## config.mk

```make
export PLATFORM = sky130hd
export DESIGN_NAME = flow_unload
export DESIGN_NICKNAME = d
export VERILOG_FILES = /design/src/rtl/flow_unload.sv
export SDC_FILE = /design/constraint.sdc
export NUM_CORES = 1
export LEC_CHECK = 0
export ABC_AREA = 0
export BUFFER_PORTS_ARGS = -buffer_cell sky130_fd_sc_hd__buf_4
export CORE_AREA = 8 8 45 47
export DETAILED_ROUTE_END_ITERATION = 10
export DIE_AREA = 0 0 53 55
export SLEW_MARGIN = 20
export SYNTH_ARGS = -nofsm -noshare
export SYNTH_HDL_FRONTEND = slang
export SYNTH_SLANG_ARGS = --single-unit
```

## constraint.sdc

```tcl
create_clock -name clk -period 1.4 [get_ports clk]
set_input_delay 0.07 -clock clk [delete_from_list [all_inputs] [get_ports clk]]
set_output_delay 0.07 -clock clk [all_outputs]
set_load 0.02 [all_outputs]
```

## src/rtl/flow_unload.sv

```systemverilog
// Parallel-in, serial-out unloader: takes one (NUM+1)*WIDTH vector and emits it
// highest lane first. Define FLOW_UNLOAD_B2B_EN to accept the next vector on the final beat.
module flow_unload #(
  parameter int NUM   = 0,
  parameter int WIDTH = 8
) (
  input  logic                   clk,
  input  logic                   rst,
  input  logic                   load_valid,
  output logic                   load_ready,
  input  logic [(NUM+1)*WIDTH-1:0] load_data,
  input  logic [WIDTH-1:0]       fill,
  output logic [WIDTH-1:0]       out,
  output logic                   out_valid,
  input  logic                   out_ready,
  output logic                   out_last
);

  localparam int TW = (NUM + 1) * WIDTH;
  localparam int CW = (NUM == 0) ? 1 : $clog2(NUM + 1);

  // Handshake: a transfer happens on a rising edge where valid and ready are both 1;
  // out_valid stays high and out holds until that transfer, load_ready never looks at load_valid.

  typedef enum logic [0:0] {IDLE, SHIFT} state_t;

  state_t          state, state_d;
  logic [TW-1:0]   data_q, data_d;
  logic [CW-1:0]   cnt, cnt_d;
  logic [TW-1:0]   shifted;

  generate
    if (NUM > 0) begin : g_shift
      assign shifted = {data_q[TW-WIDTH-1:0], fill};
    end else begin : g_single
      assign shifted = fill;
    end
  endgenerate

  always_ff @(posedge clk) begin
    if (rst) begin
      state  <= IDLE;
      data_q <= '0;
      cnt    <= '0;
    end else begin
      state  <= state_d;
      data_q <= data_d;
      cnt    <= cnt_d;
    end
  end

  always_comb begin
    state_d    = state;
    data_d     = data_q;
    cnt_d      = cnt;
    load_ready = 1'b0;
    case (state)
      IDLE: begin
        load_ready = 1'b1;
        if (load_valid) begin
          data_d  = load_data;
          cnt_d   = CW'(NUM);
          state_d = SHIFT;
        end
      end
      SHIFT: begin
`ifdef FLOW_UNLOAD_B2B_EN
        load_ready = out_ready && (cnt == '0);
`else
        load_ready = 1'b0;
`endif
        if (out_ready) begin
          if (cnt != '0) begin
            data_d = shifted;
            cnt_d  = cnt - CW'(1);
          end else begin
            state_d = IDLE;
`ifdef FLOW_UNLOAD_B2B_EN
            // Reload on the final-beat handshake so the next vector follows without a bubble.
            if (load_valid) begin
              data_d  = load_data;
              cnt_d   = CW'(NUM);
              state_d = SHIFT;
            end
`endif
          end
        end
      end
      default: state_d = IDLE;
    endcase
  end

  assign out       = data_q[TW-1 -: WIDTH];
  assign out_valid = (state == SHIFT);
  assign out_last  = (state == SHIFT) && (cnt == '0);

endmodule

```

==> qor.csv <==
metric,value,unit
post-cts-setup-buffers,0,
wl_per_cell,13.8,um
endpoint_kind,output port,
vias,375,
antenna_cells,0,
fp.dieArea,2920,um^2
synth.cell_area,410,um^2
initialDrtViolationCount,3,
synthTopCellsByArea,"dfxtp_1, nand4bb_1, nand2b_1, o21ai_1, buf_4",
status,"finished, final reports clean",
hold_viol,0,
hold_buffers,0,
finalSetupTns,0,ps
crit_path_start_kind,flip-flop,
clockRootBuffer,clkbuf_4,
grt_first_pass_wirelength,1770,um
p_leak,0.000262,uW
htreeDepth,1,
whs,88.2,ps
clock_skew,2.58,ps
slew_headroom,80.2,%
portBuffers,22,
setup_viol,0,
initial_core_util,29.7,%
clk_path_buf_depth,2,
r2r_cells,2,
num-fill-cells,141,
cts.sink_count,9,
grt.total_usage,8.59,%
clk_latency,250,ps
ys_types,10,
period_needed,1000,ps
synth_top_area_share,43.9,%
dp_hpwl,788,um
synthCells,41,
max_freq,997,MHz
crit_path_max_fanout,12,
wl,1100,um
synth_fp_nets,61,
avgSynthCellArea,10.0,um^2
drc,0,
drive_gt1_share,40.6,%
grt_setup_unrepaired,false,
ys_seq_area_share,43.9,%
dieWidth,53,um
min_path_type,input pin to flip-flop,
worstSetupPathType,flip-flop to output port,
ir_drop,0.000388,V
antenna_found_initial,0,
arrival,930,ps
cap_violations,0,
cts_tree,built,
nNetsFinal,85,
yosys.area.top_type,dfxtp_1,
areaGrowthSynthToFinish,47.9,%
first_pass_iters,4,
hold_depth,3,
worst_pin_slew,297,ps
grt_pass1_vias,390,
fp.dieH,55,um
grt_max_degree,18,
numCtsBuffers,3,
post-route-period-util,71.6,%
cts_resized,0,
io-pin-count,31,
final_cell_mix,"buf_4, dfxtp_1, nand2b_1, nand4bb_1, o21ai_1",
maxSlewViolCount,0,
yosys_warnings,0,
overflow,0,
powerDensity,1020,nW/um^2
viasPerCell,4.69,
ant_nets,0,
final_common_cell,buf_4,
yosys_register_bits,9,
worstPathRequired,1330,ps
clk_pin_slew,60,ps
core_region_area,1380,um^2
place_congestion,0.664,
num_rows,14,
## registers in the layout (all words and copies together) (netlist names)
register and count:
out_valid 1, out 8
## metal layers
metal	track usage, %	vias up	wire length [um]
li1	-	189	-
met1	8.85	171	480
met2	13.5	13	502
met3	1.60	2	93
met4	10.3	0	27
met5	0	-	0
## cell usage after synthesis, drive strengths merged
master,count
and2b,1
buf,2
inv,1
o21ba,1
nand2b,8
nand4bb,8
o21ai,8
clkbuf,2
nor2b,1
dfxtp,9
## final cells by class
type,count,area (um^2),area share [%]
timing repair buffer,23,173,28.5
sequential,9,180,29.7
inverter,1,3.75,0.619
clock buffer,4,26.3,4.33
tap,16,20.0,3.30
multi-input combinational,27,204,33.6
## cells by family after synthesis
kind of cell,after synthesis,share of synthesized area (%)
AO/OA/AOI/OAI,9,12.2
buffers and inverters,5,6.40
flip-flops,9,43.9
AND/OR/NAND/NOR,18,37.5
## power by group
| part | switching (uW) | internal [uW] |
|---|---|---|
| clock | 87.4 | 110 |
| combinational | 66.4 | 71.6 |
| sequential | 7.88 | 273 |
| total | 162 | 454 |
## critical path, cell delays in order, from the launching register on
cell     delay [ps]
dfxtp_1         320
buf_4           160
inv_1            50
buf_4           150
## per-stage QoR
step                total power [uW]  worst slack, ps  cells  area (um^2)  util, %
floorplan                        360              322     41          410        -
global placement                 425              487     76          581     42.0
detailed placement               427              479     76          581     42.0
CTS                              633              375     80          607     43.9
global route                     655              293     80          607     43.9
finish                           616              397     80          607     43.9
## final timing paths
path	slack (ps)	to	startpoint
min reg2reg	470	out[4]$_SDFFE_PP0P_	out[4]$_SDFFE_PP0P_
max reg2reg	490	out_valid$_SDFF_PP0_	out_valid$_SDFF_PP0_
min	90	out[4]$_SDFFE_PP0P_	load_data[4]
max	400	load_ready	out_valid$_SDFF_PP0_
Note: power is estimated with default switching activity, not from simulation.
